<file path="config.mk">
export PLATFORM = sky130hd
export DESIGN_NAME = pipe_stage_fifo
export DESIGN_NICKNAME = d
export VERILOG_FILES = /design/src/rtl/pipe_pkg.sv /design/src/rtl/pipe_fifo_ptr.sv /design/src/rtl/pipe_stage_fifo_chk.sv /design/src/rtl/pipe_stage_fifo.sv
export SDC_FILE = /design/constraint.sdc
export NUM_CORES = 1
export LEC_CHECK = 0
export CORE_ASPECT_RATIO = 0.9
export CORE_MARGIN = 5
export CORE_UTILIZATION = 45
export DETAILED_ROUTE_END_ITERATION = 8
export PLACE_DENSITY_LB_ADDON = 0.1
export SYNTH_ARGS = -nofsm -noshare
export SYNTH_HDL_FRONTEND = slang
export SYNTH_SLANG_ARGS = --single-unit
</file>
<file path="constraint.sdc">
create_clock -name clk -period 5.61 [get_ports clk]
set_input_delay 1.122 -clock clk [delete_from_list [all_inputs] [get_ports clk]]
set_output_delay 1.122 -clock clk [all_outputs]
set_load 0.05 [all_outputs]
</file>
<file path="src/rtl/pipe_pkg.sv">
// Shared definitions for the pipeline stage buffers: counter type, NOP encoding,
// flush source identifiers and the pointer-width helper.
package pipe_pkg;

  localparam int PIPE_FIFO_MAX_DEPTH = 8;

  typedef logic [$clog2(PIPE_FIFO_MAX_DEPTH + 1)-1:0] type_pipe_fifo_cnt_t;

  localparam logic [31:0] INSTR_NOP       = 32'h0000_0013;
  localparam logic [63:0] PIPE_RESET_DATA = {32'h0000_0000, INSTR_NOP};

  typedef enum logic [1:0] {
    FLUSH_SRC_NONE   = 2'd0,
    FLUSH_SRC_BRANCH = 2'd1,
    FLUSH_SRC_EXCEPT = 2'd2,
    FLUSH_SRC_IRQ    = 2'd3
  } flush_src_e;

  // A single-entry buffer still needs a 1-bit pointer to index its storage.
  function automatic int pipe_ptr_w(input int depth);
    int w;
    if (depth > 1) begin
      w = $clog2(depth);
    end else begin
      w = 1;
    end
    return w;
  endfunction

endpackage

</file>
<file path="src/rtl/pipe_fifo_ptr.sv">
// Read/write pointers and occupancy count for a circular buffer of any DEPTH;
// pointers wrap explicitly so non-power-of-2 depths work.
module pipe_fifo_ptr
  import pipe_pkg::*;
#(
  parameter  int DEPTH = 2,
  localparam int PTR_W = pipe_ptr_w(DEPTH),
  localparam int CNT_W = $clog2(DEPTH + 1)
) (
  input  logic             clk,
  input  logic             rst,
  input  logic             push,
  input  logic             pop,
  input  logic             flush,
  output logic [PTR_W-1:0] wr_ptr,
  output logic [PTR_W-1:0] rd_ptr,
  output logic [PTR_W-1:0] rd_ptr_nxt,
  output logic [CNT_W-1:0] count
);

  logic [PTR_W-1:0] wr_ptr_r;
  logic [PTR_W-1:0] rd_ptr_r;
  logic [CNT_W-1:0] count_r;

  function automatic logic [PTR_W-1:0] wrap_inc(input logic [PTR_W-1:0] p);
    logic [PTR_W-1:0] r;
    if (p == PTR_W'(DEPTH - 1)) begin
      r = {PTR_W{1'b0}};
    end else begin
      r = p + PTR_W'(1'b1);
    end
    return r;
  endfunction

  // Pointer and count update; flush empties the buffer by catching rd up to wr.
  always_ff @(posedge clk) begin
    if (rst) begin
      wr_ptr_r <= {PTR_W{1'b0}};
      rd_ptr_r <= {PTR_W{1'b0}};
      count_r  <= {CNT_W{1'b0}};
    end else if (flush) begin
      rd_ptr_r <= wr_ptr_r;
      count_r  <= {CNT_W{1'b0}};
    end else begin
      if (push) begin
        wr_ptr_r <= wrap_inc(wr_ptr_r);
      end
      if (pop) begin
        rd_ptr_r <= wrap_inc(rd_ptr_r);
      end
      case ({push, pop})
        2'b10:   count_r <= count_r + CNT_W'(1'b1);
        2'b01:   count_r <= count_r - CNT_W'(1'b1);
        default: count_r <= count_r;
      endcase
    end
  end

  // Next read position, used to prefetch the following head entry on a pop.
  always_comb begin
    rd_ptr_nxt = wrap_inc(rd_ptr_r);
  end

  assign wr_ptr = wr_ptr_r;
  assign rd_ptr = rd_ptr_r;
  assign count  = count_r;

endmodule

</file>
<file path="src/rtl/pipe_stage_fifo_chk.sv">
// Protocol and occupancy invariants for pipe_stage_fifo, observed purely from its ports.
module pipe_stage_fifo_chk
  import pipe_pkg::*;
#(
  parameter  int DEPTH  = 2,
  parameter  int CTRL_W = 16,
  localparam int CNT_W  = $clog2(DEPTH + 1)
) (
  input logic              clk,
  input logic              rst,
  input logic              in_valid,
  input logic              in_ready,
  input logic              out_valid,
  input logic              out_ready,
  input logic              stall,
  input logic              flush,
  input logic [CTRL_W-1:0] out_ctrl,
  input logic [CNT_W-1:0]  count
);

  logic                push_s;
  logic                pop_s;
  logic                full_s;
  type_pipe_fifo_cnt_t count_ext_s;

  // Handshake terms reconstructed from the port view.
  always_comb begin
    push_s      = in_valid & in_ready;
    pop_s       = out_valid & out_ready & ~stall & ~flush;
    full_s      = (count == CNT_W'(DEPTH));
    count_ext_s = type_pipe_fifo_cnt_t'(count);
  end

  a_no_overflow : assert property (@(posedge clk) disable iff (rst) !(push_s && full_s && !pop_s))
    else $error("pipe_stage_fifo_chk: push accepted into a full buffer without a pop");

  a_count_range : assert property (@(posedge clk) disable iff (rst) count_ext_s <= type_pipe_fifo_cnt_t'(DEPTH))
    else $error("pipe_stage_fifo_chk: count exceeds DEPTH");

  a_ctrl_known : assert property (@(posedge clk) disable iff (rst) out_valid |-> !$isunknown(out_ctrl))
    else $error("pipe_stage_fifo_chk: unknown out_ctrl while out_valid");

endmodule

</file>
<file path="src/rtl/pipe_stage_fifo.sv">
// Reusable inter-stage pipeline buffer: DEPTH=1 is a plain stage register, larger
// depths give an elastic skid FIFO. Head data/ctrl are registered, no in->out path.
module pipe_stage_fifo
  import pipe_pkg::*;
#(
  parameter  int                DATA_W     = 64,
  parameter  int                CTRL_W     = 16,
  parameter  int                DEPTH      = 2,
  parameter  logic [DATA_W-1:0] RESET_DATA = DATA_W'(PIPE_RESET_DATA),
  localparam int                PTR_W      = pipe_ptr_w(DEPTH),
  localparam int                CNT_W      = $clog2(DEPTH + 1)
) (
  input  logic              clk,
  input  logic              rst,
  input  logic              in_valid,
  output logic              in_ready,
  input  logic [DATA_W-1:0] in_data,
  input  logic [CTRL_W-1:0] in_ctrl,
  output logic              out_valid,
  input  logic              out_ready,
  output logic [DATA_W-1:0] out_data,
  output logic [CTRL_W-1:0] out_ctrl,
  output logic              out_flushed,
  input  logic              stall,
  input  logic              flush,
  output logic [CNT_W-1:0]  count
);

  logic [PTR_W-1:0]  wr_ptr_s;
  logic [PTR_W-1:0]  rd_ptr_s;
  logic [PTR_W-1:0]  rd_ptr_nxt_s;
  logic [CNT_W-1:0]  count_s;
  logic              full_s;
  logic              in_ready_s;
  logic              push_s;
  logic              pop_s;

  logic [DATA_W-1:0] mem_data_r [DEPTH];
  logic [CTRL_W-1:0] mem_ctrl_r [DEPTH];
  logic [DATA_W-1:0] head_data_r;
  logic [CTRL_W-1:0] head_ctrl_r;
  logic              out_valid_r;
  logic              out_flushed_r;

  // Handshake: a full buffer still accepts when the head leaves in the same cycle.
  always_comb begin
    full_s     = (count_s == CNT_W'(DEPTH));
    in_ready_s = ~rst & ~stall & ~flush & (~full_s | out_ready);
    push_s     = in_valid & in_ready_s;
    pop_s      = out_valid_r & out_ready & ~stall & ~flush;
  end

  pipe_fifo_ptr #(
    .DEPTH (DEPTH)
  ) u_ptr (
    .clk        (clk),
    .rst        (rst),
    .push       (push_s),
    .pop        (pop_s),
    .flush      (flush),
    .wr_ptr     (wr_ptr_s),
    .rd_ptr     (rd_ptr_s),
    .rd_ptr_nxt (rd_ptr_nxt_s),
    .count      (count_s)
  );

  // Entry storage, written at the tail on every accepted push.
  always_ff @(posedge clk) begin
    if (rst) begin
      for (int i = 0; i < DEPTH; i++) begin
        mem_data_r[i] <= {DATA_W{1'b0}};
        mem_ctrl_r[i] <= {CTRL_W{1'b0}};
      end
    end else if (push_s) begin
      mem_data_r[wr_ptr_s] <= in_data;
      mem_ctrl_r[wr_ptr_s] <= in_ctrl;
    end else begin
      mem_data_r[wr_ptr_s] <= mem_data_r[wr_ptr_s];
      mem_ctrl_r[wr_ptr_s] <= mem_ctrl_r[wr_ptr_s];
    end
  end

  // Head register: tracks the oldest entry and keeps the last data once empty.
  always_ff @(posedge clk) begin
    if (rst) begin
      head_data_r   <= RESET_DATA;
      head_ctrl_r   <= {CTRL_W{1'b0}};
      out_valid_r   <= 1'b0;
      out_flushed_r <= 1'b0;
    end else if (flush) begin
      head_ctrl_r   <= {CTRL_W{1'b0}};
      out_valid_r   <= 1'b0;
      out_flushed_r <= 1'b1;
    end else begin
      if (push_s) begin
        out_flushed_r <= 1'b0;
      end
      case ({push_s, pop_s})
        2'b10: begin
          if (!out_valid_r) begin
            head_data_r <= in_data;
            head_ctrl_r <= in_ctrl;
            out_valid_r <= 1'b1;
          end
        end
        2'b01: begin
          if (count_s == CNT_W'(1'b1)) begin
            head_ctrl_r <= {CTRL_W{1'b0}};
            out_valid_r <= 1'b0;
          end else begin
            head_data_r <= mem_data_r[rd_ptr_nxt_s];
            head_ctrl_r <= mem_ctrl_r[rd_ptr_nxt_s];
          end
        end
        2'b11: begin
          // With a single entry the incoming word becomes the new head directly.
          if (count_s == CNT_W'(1'b1)) begin
            head_data_r <= in_data;
            head_ctrl_r <= in_ctrl;
          end else begin
            head_data_r <= mem_data_r[rd_ptr_nxt_s];
            head_ctrl_r <= mem_ctrl_r[rd_ptr_nxt_s];
          end
        end
        default: begin
          head_data_r <= head_data_r;
        end
      endcase
    end
  end

  assign in_ready    = in_ready_s;
  assign out_valid   = out_valid_r;
  assign out_data    = head_data_r;
  assign out_ctrl    = head_ctrl_r;
  assign out_flushed = out_flushed_r;
  assign count       = count_s;

  pipe_stage_fifo_chk #(
    .DEPTH  (DEPTH),
    .CTRL_W (CTRL_W)
  ) u_chk (
    .clk       (clk),
    .rst       (rst),
    .in_valid  (in_valid),
    .in_ready  (in_ready_s),
    .out_valid (out_valid_r),
    .out_ready (out_ready),
    .stall     (stall),
    .flush     (flush),
    .out_ctrl  (head_ctrl_r),
    .count     (count_s)
  );

endmodule

</file>
Word level (Yosys, flattened, before mapping)
Memory sizes are Yosys's and may differ from the RTL's.
Index checks and enable logic that the tools add are counted.

word-level totals
  register bits after elaboration = 86
  RAM bits = 160
  input bits = 86
  memories = 2

memories
  memory      words  width  read ports  clocked after memory_dff  wr ports  RTL line               source
  mem_data_r  2      64     1           0                         2         pipe_stage_fifo.sv:38  logic [DATA_W-1:0] mem_data_r [DEPTH];
  mem_ctrl_r  2      16     1           0                         2         pipe_stage_fifo.sv:39  logic [CTRL_W-1:0] mem_ctrl_r [DEPTH];

cells by class
  add/sub/neg operators = 4
  equal/unequal tests = 9
  mux-type cells = 33
  bitwise operators = 14
  reduce and logical (&&, ||, !) cells = 12

operators with widths
  cell                                                                    number
  64-bit two-way mux                                                      5
  64-bit case mux with 3 select lines                                     1
  16-bit two-way mux                                                      5
  64-bit OR reduction                                                     1
  16-bit case mux with 3 select lines                                     1
  1-bit two-way mux                                                       19
  16-bit OR reduction                                                     1
  2-bit AND reduction                                                     4
  1-bit AND                                                               7
  2-bit equality test (second input constant)                             3
  2-bit inequality test (second input constant)                           3
  2-bit nonzero test                                                      3
  2-bit by 1-bit equality test with 1-bit output (second input constant)  2
  1-bit inverter                                                          4
  2-bit case mux with 2 select lines                                      1
  4-bit AND reduction                                                     1
  1-bit OR                                                                3
  3-bit nonzero test                                                      1
  1-bit adder (second input constant)                                     2
  2-bit by 1-bit adder with 2-bit output (second input constant)          1
  1-bit case mux with 2 select lines                                      1
  2-bit OR reduction                                                      1
  2-bit by 1-bit subtractor with 2-bit output (second input constant)     1
  0-bit inequality test                                                   1

Depth between registers and ports, before layout
Gate-level depths: netlist (run 1).

  word-level depth = 12
  gate-level depth with buffers = 14
  gate-level depth less buffers = 10

Cells and area by module
Synthesis (run 1) repeated with hierarchy kept, for this count alone.

unflattened totals
  cells, all modules = 925
  area, all modules = 11000.6 um2

modules (own cells, without submodules)
  module           instances  cells each  area an instance (um2)  sequential area each (um2)
  pipe_stage_fifo  1          906         10820.4                 6446.2
  pipe_fifo_ptr    1          19          180.2                   80.1

Least setup slack after synthesis (run 1)
OpenSTA, ideal clock, no wires.

  path kind = input to register
  start = input port rst
  end = memory mem_ctrl_r[1][0] (enable)
  library setup time = 0.437 ns
  arrival = 4.070 ns
  required time = 5.173 ns
  setup slack = 1.103 ns
  stages = 7
  path buffers = 3
  cells stage by stage = buf_2 or2_4 or4b_4 inv_2 buf_6 buf_6 a21o_1

RTL lines
  element             RTL line               source
  start: declaration  pipe_stage_fifo.sv:14  input logic rst,
  end: declaration    pipe_stage_fifo.sv:39

Final worst setup path (run 1)
  start = input port flush
  end = output port in_ready

on the way
  word-level cells in the longest chain between the ends = 3

ends and longest elaborated chain
  element                          RTL line               source
  start: declaration               pipe_stage_fifo.sv:25  input logic flush,
  1-bit inverter (no source line)  -
  1-bit AND (2 in series)          pipe_stage_fifo.sv:48  in_ready_s = ~rst & ~stall & ~flush & (~full_s | out_ready);
  end: declaration                 pipe_stage_fifo.sv:16  output logic in_ready,

No other way between the ends.

==> flow_metrics.py, run 1 <==
metrics = {
    "finish": {
        "area_growth_pct": 25.43,
        "postLayoutCoreUtil": 0.5729,
        "fill_cells": 2001,
        "nets": 1085,
        "final_cells": 1313,
        "drive_gt1_frac": 0.06528,
        "postLayoutCellArea_sq_um": 13410,
        "seq_area_sq_um": 6531,
        "multi_input_area_sq_um": 3795,
        "diodes": 0,
        "final_cell_mix": "clkdlybuf4s50_1, edfxtp_1, dfxtp_1, mux2i_1",
        "layout_commonest_cell": "clkdlybuf4s50_1",
    },
    "synth": {
        "yosys.area.top_type": "edfxtp_1",
        "syn-num-nets": 948,
        "ys_types": 35,
        "syn-mean-instance-area_sq_um": 12.51,
        "synthCells": 855,
        "ys_seq_area_frac": 0.6103,
        "yosys_warnings": 0,
        "synth_top_area_frac": 0.4493,
        "synth.area.top_cells": "edfxtp_1, dfxtp_1, mux2i_1",
        "ys_ff_latch": 246,
        "synth_area_sq_um": 10690,
    },
    "floorplan": {
        "fp-row-count": 53,
        "start_util": 0.4568,
        "dieArea_sq_um": 26950,
        "core_sq_um": 23410,
        "die_w_um": 172.5,
        "ios": 171,
        "die_h_um": 156.2,
    },
    "critical_path": {
        "critPathArrivalTime_ns": 2.93,
        "crit_path_cell_trace": "clkdlybuf4s50_1 -> or2_4 -> nor3_1 -> clkdlybuf4s50_1",
        "reg2reg_depth": 10,
        "worstReg2RegStart": "u_ptr.count[0]$_SDFFE_PP0P_",
        "required_ns": 4.49,
        "worst-setup-path-type": "in2out",
        "start_kind": "input pin",
        "critical_path_buf_inv_count": 2,
        "cp_slowest_cell": "clkdlybuf4s50_1",
        "reg2reg_setup_slack_ns": 2.26,
        "crit_family": "buffers and inverters",
        "slowest_delay_ns": 0.83,
        "r2r_end": "out_ctrl[8]$_SDFFE_PP0P_",
        "path_common_cell": "clkdlybuf4s50_1",
        "crit_path_end_kind": "primary output",
        "cp-startpoint": "flush",
        "crit_fanout": 6,
    },
    "place": {
        "pre_cts_slack_ns": 1.120,
        "dp.cells": 1266,
        "portBuffers": 170,
        "gp_congestion": 0.7546,
        "dpl-instance-area_sq_um": 12610,
        "hpwl_um": 14860,
    },
    "sta": {
        "finalWorstSetupSlack_ns": 1.558,
        "fin_tns_setup_ns": 0,
        "fmax_mhz": 246.8,
        "fin_crit_sh": 0.7222,
        "slew_violations": 0,
        "setup_viol": 0,
        "finalClockSkew_ns": 0.01362,
        "slew_headroom": 0.1675,
        "rsz0062_at_grt": "no",
        "hold_viol": 0,
        "max_slew.worst_pin.slew_ns": 1.241,
        "timing.final.crit_period_ns": 4.052,
        "fin_hold_ws_ns": 0.4968,
    },
    "detailed_routing": {
        "drtAntennaViolNets": 0,
        "post_drt_wl_per_cell_um": 19.88,
        "vias": 7295,
        "dr.first_iter.drc_count": 471,
        "first_pass_iters": 4,
        "drc": 0,
        "drt_wl_total_um": 26110,
        "viasPerCell": 5.556,
    },
    "clocking": {
        "cts.reportedPaths.clkPinSlew_ns": 0.06,
        "cts_root_buffer": "clkbuf_16",
        "cts-resized-gates": 0,
        "htreeDepth": 1,
        "insertion_delay_ns": 0.52,
        "cts_hold_buffers": 0,
        "clockBufferDepth": 3,
        "clock-sinks": 246,
        "postCtsSetupRepairBufs": 0,
        "cts_tree": "done",
        "numCtsBuffers": 26,
    },
    "global_route": {
        "antenna_found_initial": 2,
        "grt-ovfl-total": 0,
        "grt_usage": 0.1882,
        "grt_pass1_vias": 7246,
        "grt_pass1_wl_um": 40480,
        "grt_max_degree": 81,
    },
    "hold_path": {
        "hold_start": "out_data[21]$_SDFFE_PP0P_",
        "hold_depth": 2,
        "hold_class": "reg2reg",
        "hold_end": "out_data[21]$_SDFFE_PP0P_",
    },
    "power": {
        "power_mw": 3.949,
        "static-leakage-power_nw": 4.817,
        "irDropWorstVdd_uv": 205.5,
        "power_density_nw_per_um2": 294.4,
    },
    "run_status": {
        "status": "finished, final reports clean",
    },
    "job": {
        "cap_violations": 0,
    },
}
where the power goes:
part	internal (mW)	total, mW	switching, mW
registers	1.99	2.02	0.0266
clock network	0.951	1.63	0.680
logic	0.129	0.300	0.171
total	3.07	3.95	0.877
synthesized netlist by cell type:
cell type and count:
dfxtp_1 86, edfxtp_1 160, a2bb2oi_1 64, clkbuf_2 10, mux2i_1 82, a21o_1 16
ha_1 7, nand2_1 2, inv_2 1, or2_2 1, and3_1 80, a211oi_1 62
a21oi_1 22, buf_1 2, buf_2 14, nor2_4 1, nor4_1 1, clkbuf_1 44
nand3b_1 1, o221ai_1 15, nor2_1 69, or2_4 1, or4b_4 1, nand4bb_1 1
o21ai_2 1, nor2b_1 3, a21oi_2 1, inv_1 5, xnor2_1 3, nor3_1 6
mux2_2 2, o21ai_0 2, buf_6 7, o31ai_2 1, and2_1 81
cell type report:
class                   count  share of cell area
flip-flops and latches    246              0.4870
multi-input cells         526              0.2830
repair buffers            186              0.1401
clock buffers              44             0.05887
well taps                 302             0.02817
inverters                   6            0.001679
clock inverters             3            0.001213
sequential cells by signal, summed over array words and instances, names as in the netlist:
| signal | flops |
|---|---|
| out_flushed | 1 |
| u_ptr.rd_ptr | 1 |
| u_ptr.wr_ptr | 1 |
| out_ctrl | 16 |
| out_valid | 1 |
| mem_ctrl_r | 32 |
| u_ptr.count | 2 |
| mem_data_r | 128 |
| out_data | 64 |
worst max-delay path by stage:
stage,end,slack (ns),cells after the start
floorplan,mem_ctrl_r[1][0]$_SDFFCE_PN0P_,1.10,7
detailed placement,out_ctrl[3]$_SDFFE_PP0P_,1.12,9
global route,out_ctrl[8]$_SDFFE_PP0P_,1.37,9
global placement,out_ctrl[9]$_SDFFE_PP0P_,1.24,9
finish,in_ready,1.56,4
CTS,in_ready,1.53,4
routing by layer:
metal / up-vias / track usage / share of wire
li1: 3501 / - / -
met1: 3571 / 0.2594 / 0.45
met2: 187 / 0.3154 / 0.48
met3: 32 / 0.03435 / 0.058
met4: 4 / 0.03593 / 0.015
met5: - / 0 / 0.00088
worst reg2reg max path: stages (launching register included):
cell and delay, ns:
dfxtp_1 0.36, inv_1 0.07, ha_1 0.19, nor2b_1 0.14, or4b_4 0.57, inv_2 0.17
ha_1 0.23, nor2_1 0.09, o31ai_2 0.99, o221ai_1 0.29, a21oi_1 0.18
cell families after synthesis:
group / count (synthesis) / share of synthesized area
simple gates: 248 / 0.1298
xor+xnor: 3 / 0.002458
buf+inv: 83 / 0.03686
flops: 246 / 0.6103
compound gates: 184 / 0.1335
mux: 84 / 0.07887
fa+ha+maj: 7 / 0.008191
No activity file was read; power rests on OpenSTA's default activity.
==> inputs of run 2 (changes only) <==
==> constraint.sdc (replaced) <==
create_clock -name clk -period 3.6 [get_ports clk]
set_input_delay 0.72 -clock clk [delete_from_list [all_inputs] [get_ports clk]]
set_output_delay 0.72 -clock clk [all_outputs]
set_load 0.05 [all_outputs]
==> run 2 against run 1 <==
  * Die area stayed put
  * Worst setup slack worse by 1.1 ns
  * Via count increased by 0.75%
  * Design area up 1.5%
  * Highest routed layer unchanged
==> flow_metrics.py, run 2 (synthesis gave the netlist of run 1 again) <==
metrics = {
    "clocking": {
        "clock-sinks": 246,
        "cts.reportedPaths.clkPinSlew_ns": 0.06,
        "numCtsBuffers": 27,
        "postCtsSetupRepairBufs": 0,
        "cts_root_buffer": "clkbuf_16",
        "cts_hold_buffers": 0,
        "insertion_delay_ns": 0.52,
        "htreeDepth": 1,
        "clockBufferDepth": 3,
        "cts-resized-gates": 0,
        "cts_tree": "done",
    },
    "floorplan": {
        "dieArea_sq_um": 26950,
        "die_h_um": 156.2,
        "ios": 171,
        "start_util": 0.4568,
        "fp-row-count": 53,
        "core_sq_um": 23410,
        "die_w_um": 172.5,
    },
    "finish": {
        "drive_gt1_frac": 0.07992,
        "largest_reg_flops": 128,
        "multi_input_area_sq_um": 3795,
        "final_cells": 1328,
        "area_growth_pct": 27.29,
        "layout_commonest_cell": "clkdlybuf4s50_1",
        "diodes": 0,
        "fill_cells": 1928,
        "nets": 1099,
        "postLayoutCellArea_sq_um": 13610,
        "final_cell_mix": "clkdlybuf4s50_1, edfxtp_1, dfxtp_1, mux2i_1",
        "seq_area_sq_um": 6531,
        "regMostFlops": "mem_data_r",
    },
    "global_route": {
        "grt_pass1_vias": 7228,
        "grt-ovfl-total": 0,
        "grt_pass1_wl_um": 41290,
        "grt_max_degree": 81,
        "grt_usage": 0.1911,
        "antenna_found_initial": 1,
    },
    "critical_path": {
        "cp_slowest_cell": "clkdlybuf4s50_1",
        "crit_fanout": 5,
        "crit_cells": 4,
        "crit_family": "buffers and inverters",
        "worstReg2RegStart": "u_ptr.count[0]$_SDFFE_PP0P_",
        "crit_path_cell_trace": "clkdlybuf4s50_1 -> or2_4 -> nor3_1 -> clkdlybuf4s50_1",
        "worst-setup-path-type": "in2out",
        "r2r_end": "out_data[26]$_SDFFE_PP0P_",
        "critical_path_buf_inv_count": 2,
        "reg2reg_setup_slack_ns": 0.85,
        "critPathArrivalTime_ns": 2.47,
        "slowest_delay_ns": 0.84,
        "crit_path_end_kind": "primary output",
        "required_ns": 2.88,
        "path_common_cell": "clkdlybuf4s50_1",
        "reg2reg_depth": 10,
        "start_kind": "input pin",
    },
    "power": {
        "power_density_nw_per_um2": 455.6,
        "irDropWorstVdd_uv": 307.3,
        "static-leakage-power_nw": 4.929,
    },
    "place": {
        "hpwl_um": 15460,
        "dp.cells": 1279,
        "pre_cts_slack_ns": 0.1686,
        "portBuffers": 170,
        "gp_congestion": 0.7151,
        "dpl-instance-area_sq_um": 12790,
    },
    "run_status": {
        "status": "finished, final reports clean",
    },
    "detailed_routing": {
        "dr.first_iter.drc_count": 362,
        "post_drt_wl_per_cell_um": 19.83,
        "first_pass_iters": 4,
        "viasPerCell": 5.535,
        "drt_wl_total_um": 26340,
        "drc": 0,
        "vias": 7350,
        "drtAntennaViolNets": 0,
    },
    "sta": {
        "fin_tns_setup_ns": 0,
        "hold_viol": 0,
        "finalWorstSetupSlack_ns": 0.4102,
        "max_slew.worst_pin.slew_ns": 0.9251,
        "rsz0062_at_grt": "no",
        "slew_violations": 0,
        "fmax_mhz": 313.5,
        "setup_viol": 0,
        "slew_headroom": 0.3833,
        "fin_crit_sh": 0.8860,
        "timing.final.crit_period_ns": 3.190,
        "finalClockSkew_ns": 0.008774,
    },
    "hold_path": {
        "hold_start": "out_data[17]$_SDFFE_PP0P_",
        "hold_class": "reg2reg",
        "hold_end": "out_data[17]$_SDFFE_PP0P_",
        "hold_depth": 2,
    },
    "job": {
        "cap_violations": 0,
    },
}
## run 2: changes by cell type in the layout (fill, tap and decap cells not counted), sizes merged
cell      before  now
inv            6    7
bufinv         0    1
clkbuf        44   39
clkinvlp       1    0
buf           17   30
clkinv         2    8
## run 2: worst min-delay path: cells and delay by family (launching register included)
kind	cells	cell delay (ns)
and+or+nand+nor	1	0.09
DFF	1	0.31
AOI/OAI and AO/OA	1	0.05
## run 2: stage by stage
stage          hold WS [ns]  power [mW]    util
6_report             0.4941       6.201  0.5814
2_1_floorplan        0.6204       3.448       -
5_1_grt              0.5145       6.429  0.5814
3_3_place_gp         0.4855       3.687  0.5464
3_5_place_dp         0.4930       3.693  0.5464
4_1_cts              0.5011       6.261  0.5814
## run 2: power breakdown
part / internal (mW) / leakage, nW / total, mW / switching (mW)
combinational: 0.214 / 2.18 / 0.482 / 0.268
sequential: 3.10 / 2.34 / 3.15 / 0.0427
clock: 1.50 / 0.406 / 2.57 / 1.07
## run 2: worst max-delay path by stage
stage	start	end	slack (ns)
after floorplan	u_ptr.count[0]$_SDFFE_PP0P_	mem_ctrl_r[1][0]$_SDFFCE_PN0P_	0.18
after global placement	flush	out_data[59]$_SDFFE_PP0P_	0.23
after detailed placement	flush	out_data[5]$_SDFFE_PP0P_	0.17
after CTS	flush	in_ready	0.38
after global routing	flush	in_ready	0.35
final	flush	in_ready	0.41
## run 2: final cells by class
| class | instances | share of cell area |
|---|---|---|
| clock buffer | 39 | 0.05442 |
| clock inverter | 10 | 0.005791 |
| inverter | 6 | 0.001655 |
| multi-input combinational | 526 | 0.2788 |
| sequential | 246 | 0.4799 |
| tap | 302 | 0.02776 |
| timing repair buffer | 199 | 0.1517 |
## run 2: routing by layer
metal,part of all wire,global-route usage
met5,0.00049,0
met4,0.011,0.02957
met3,0.059,0.03814
met2,0.48,0.3184
met1,0.45,0.2657
==> inputs of run 3 (changes only) <==
--- a/config.mk
+++ b/config.mk
@@ -6,7 +6,7 @@
 export NUM_CORES = 1
 export LEC_CHECK = 0
 export CORE_ASPECT_RATIO = 0.9
-export CORE_MARGIN = 5
+export CORE_MARGIN = 1
 export CORE_UTILIZATION = 45
 export DETAILED_ROUTE_END_ITERATION = 8
 export PLACE_DENSITY_LB_ADDON = 0.1
==> run 3 against run 2 <==
  * Design area is 0.76% higher
  * Global-route usage is 2.2 points higher
  * Clock skew hardly changed
  * Sequential cell count stayed put
  * Non-clock buffer count is 4 higher
  * Critical path type is now in2reg
==> flow_metrics.py, run 3 (synthesis gave the netlist of run 1 again) <==
metrics = {
    "floorplan": {
        "core_sq_um": 23340,
        "ios": 171,
        "dieArea_sq_um": 24380,
        "fp-row-count": 53,
        "start_util": 0.4581,
        "die_w_um": 164.5,
        "die_h_um": 148.2,
    },
    "critical_path": {
        "required_ns": 4.04,
        "start_kind": "input pin",
        "reg2reg_setup_slack_ns": 0.78,
        "crit_path_cell_trace": "clkdlybuf4s50_1 -> or2_4 -> or4b_4 -> ha_1 -> a21oi_1 -> and2_4 -> buf_12 -> nor2_1 -> a211oi_1",
        "critPathArrivalTime_ns": 3.35,
        "cp_slowest_cell": "or4b_4",
        "crit_path_end_kind": "flop",
        "worst-setup-path-type": "in2reg",
        "slowest_delay_ns": 0.54,
        "crit_fanout": 42,
        "worstReg2RegStart": "u_ptr.count[0]$_SDFFE_PP0P_",
        "r2r_end": "out_data[18]$_SDFFE_PP0P_",
        "reg2reg_depth": 10,
    },
    "power": {
        "p_clk_frac": 0.427,
        "power_frac_comb": 0.077,
        "power_density_nw_per_um2": 462.3,
        "static-leakage-power_nw": 4.979,
        "p_int_mw": 4.930,
        "power.switching_mw": 1.411,
        "swShare": 0.2225,
        "p_seq_frac": 0.496,
        "irDropWorstVdd_uv": 304.0,
    },
    "global_route": {
        "antenna_found_initial": 0,
        "grt_max_degree": 81,
        "grt-ovfl-total": 0,
        "grt_pass1_wl_um": 40570,
        "grt_pass1_vias": 7229,
        "grt_usage": 0.2131,
    },
    "sta": {
        "rsz0062_at_grt": "no",
        "setup_viol": 0,
        "timing.final.crit_period_ns": 2.911,
        "fmax_mhz": 343.5,
        "hold_viol": 0,
        "finalClockSkew_ns": 0.008631,
        "slew_headroom": 0.4790,
        "fin_tns_setup_ns": 0,
        "max_slew.worst_pin.slew_ns": 0.7815,
        "fin_crit_sh": 0.8087,
        "slew_violations": 0,
    },
    "place": {
        "gp_congestion": 0.7656,
        "portBuffers": 170,
        "hpwl_um": 15220,
    },
    "hold_path": {
        "hold_depth": 2,
        "hold_start": "out_data[11]$_SDFFE_PP0P_",
        "hold_class": "reg2reg",
        "hold_end": "out_data[11]$_SDFFE_PP0P_",
    },
    "detailed_routing": {
        "post_drt_wl_per_cell_um": 19.27,
        "dr.first_iter.drc_count": 463,
        "drt_wl_total_um": 25660,
        "drc": 0,
        "first_pass_iters": 5,
        "vias": 7298,
        "drtAntennaViolNets": 0,
        "viasPerCell": 5.483,
    },
    "finish": {
        "postLayoutCoreUtil": 0.5875,
        "diodes": 0,
        "final_cell_mix": "clkdlybuf4s50_1, edfxtp_1, dfxtp_1, mux2i_1",
        "nets": 1102,
        "drive_gt1_frac": 0.08844,
        "layout_commonest_cell": "clkdlybuf4s50_1",
        "area_growth_pct": 28.26,
        "regMostFlops": "mem_data_r",
        "largest_reg_flops": 128,
    },
    "job": {
        "cap_violations": 0,
    },
    "run_status": {
        "status": "finished, final reports clean",
    },
    "clocking": {
        "cts-resized-gates": 0,
        "clockBufferDepth": 3,
        "cts_hold_buffers": 0,
        "clock-sinks": 246,
        "cts_root_buffer": "clkbuf_16",
        "cts_tree": "done",
        "numCtsBuffers": 26,
        "htreeDepth": 1,
        "insertion_delay_ns": 0.52,
        "postCtsSetupRepairBufs": 0,
        "cts.reportedPaths.clkPinSlew_ns": 0.06,
    },
}
[run 3: worst max-delay path by stage]
stage	start	to	slack, ns	cells past startpoint
3_5_place_dp	flush	out_data[62]$_SDFFE_PP0P_	0.12	9
3_3_place_gp	flush	out_data[22]$_SDFFE_PP0P_	0.21	9
4_1_cts	flush	out_data[22]$_SDFFE_PP0P_	0.69	9
6_report	flush	out_data[18]$_SDFFE_PP0P_	0.69	9
5_1_grt	flush	out_data[5]$_SDFFE_PP0P_	0.53	9
2_1_floorplan	u_ptr.count[0]$_SDFFE_PP0P_	mem_ctrl_r[1][0]$_SDFFCE_PN0P_	0.18	8
[run 3: critical path: cells and delay by family]
family                     cells  cell delay (ns)
AOI/OAI and AO/OA              2             0.40
adders and majority gates      1             0.32
buffers and inverters          2             0.68
and+or+nand+nor                4             1.20
[run 3: layer usage]
metal  track usage  wire, um
met1        0.3039     12000
met2        0.3456     11800
met3       0.03318      1466
met4       0.04037       388
met5             0         0
[run 3: area by class of cell]
class                   count  area, sq um
multi-input cells         526         3795
fillers                  1937         9628
clock buffers              35        755.7
well taps                 302        377.9
clock inverters            13        115.1
inverters                   6        22.52
flip-flops and latches    246         6531
repair buffers            203         2117
[run 3: power by group through the flow]
stage / registers [mW] / logic (mW) / clock network [mW]
2_1_floorplan: 3.26 / 0.187 / 0
3_3_place_gp: 3.20 / 0.489 / 0
3_5_place_dp: 3.20 / 0.489 / 0
4_1_cts: 3.14 / 0.493 / 2.76
5_1_grt: 3.15 / 0.523 / 2.86
6_report: 3.14 / 0.487 / 2.71
[run 3: through the flow]
| stage | worst slack, ns | std cells | area, sq um | hold WS (ns) | power (mW) |
|---|---|---|---|---|---|
| 2_1_floorplan | 0.1839 | 855 | 10690 | 0.6204 | 3.448 |
| 3_3_place_gp | 0.2082 | 1283 | 12840 | 0.4848 | 3.691 |
| 3_5_place_dp | 0.1159 | 1283 | 12840 | 0.4909 | 3.694 |
| 4_1_cts | 0.6879 | 1331 | 13710 | 0.4991 | 6.395 |
| 5_1_grt | 0.5339 | 1331 | 13710 | 0.5171 | 6.541 |
| 6_report | 0.6887 | 1331 | 13710 | 0.4953 | 6.340 |
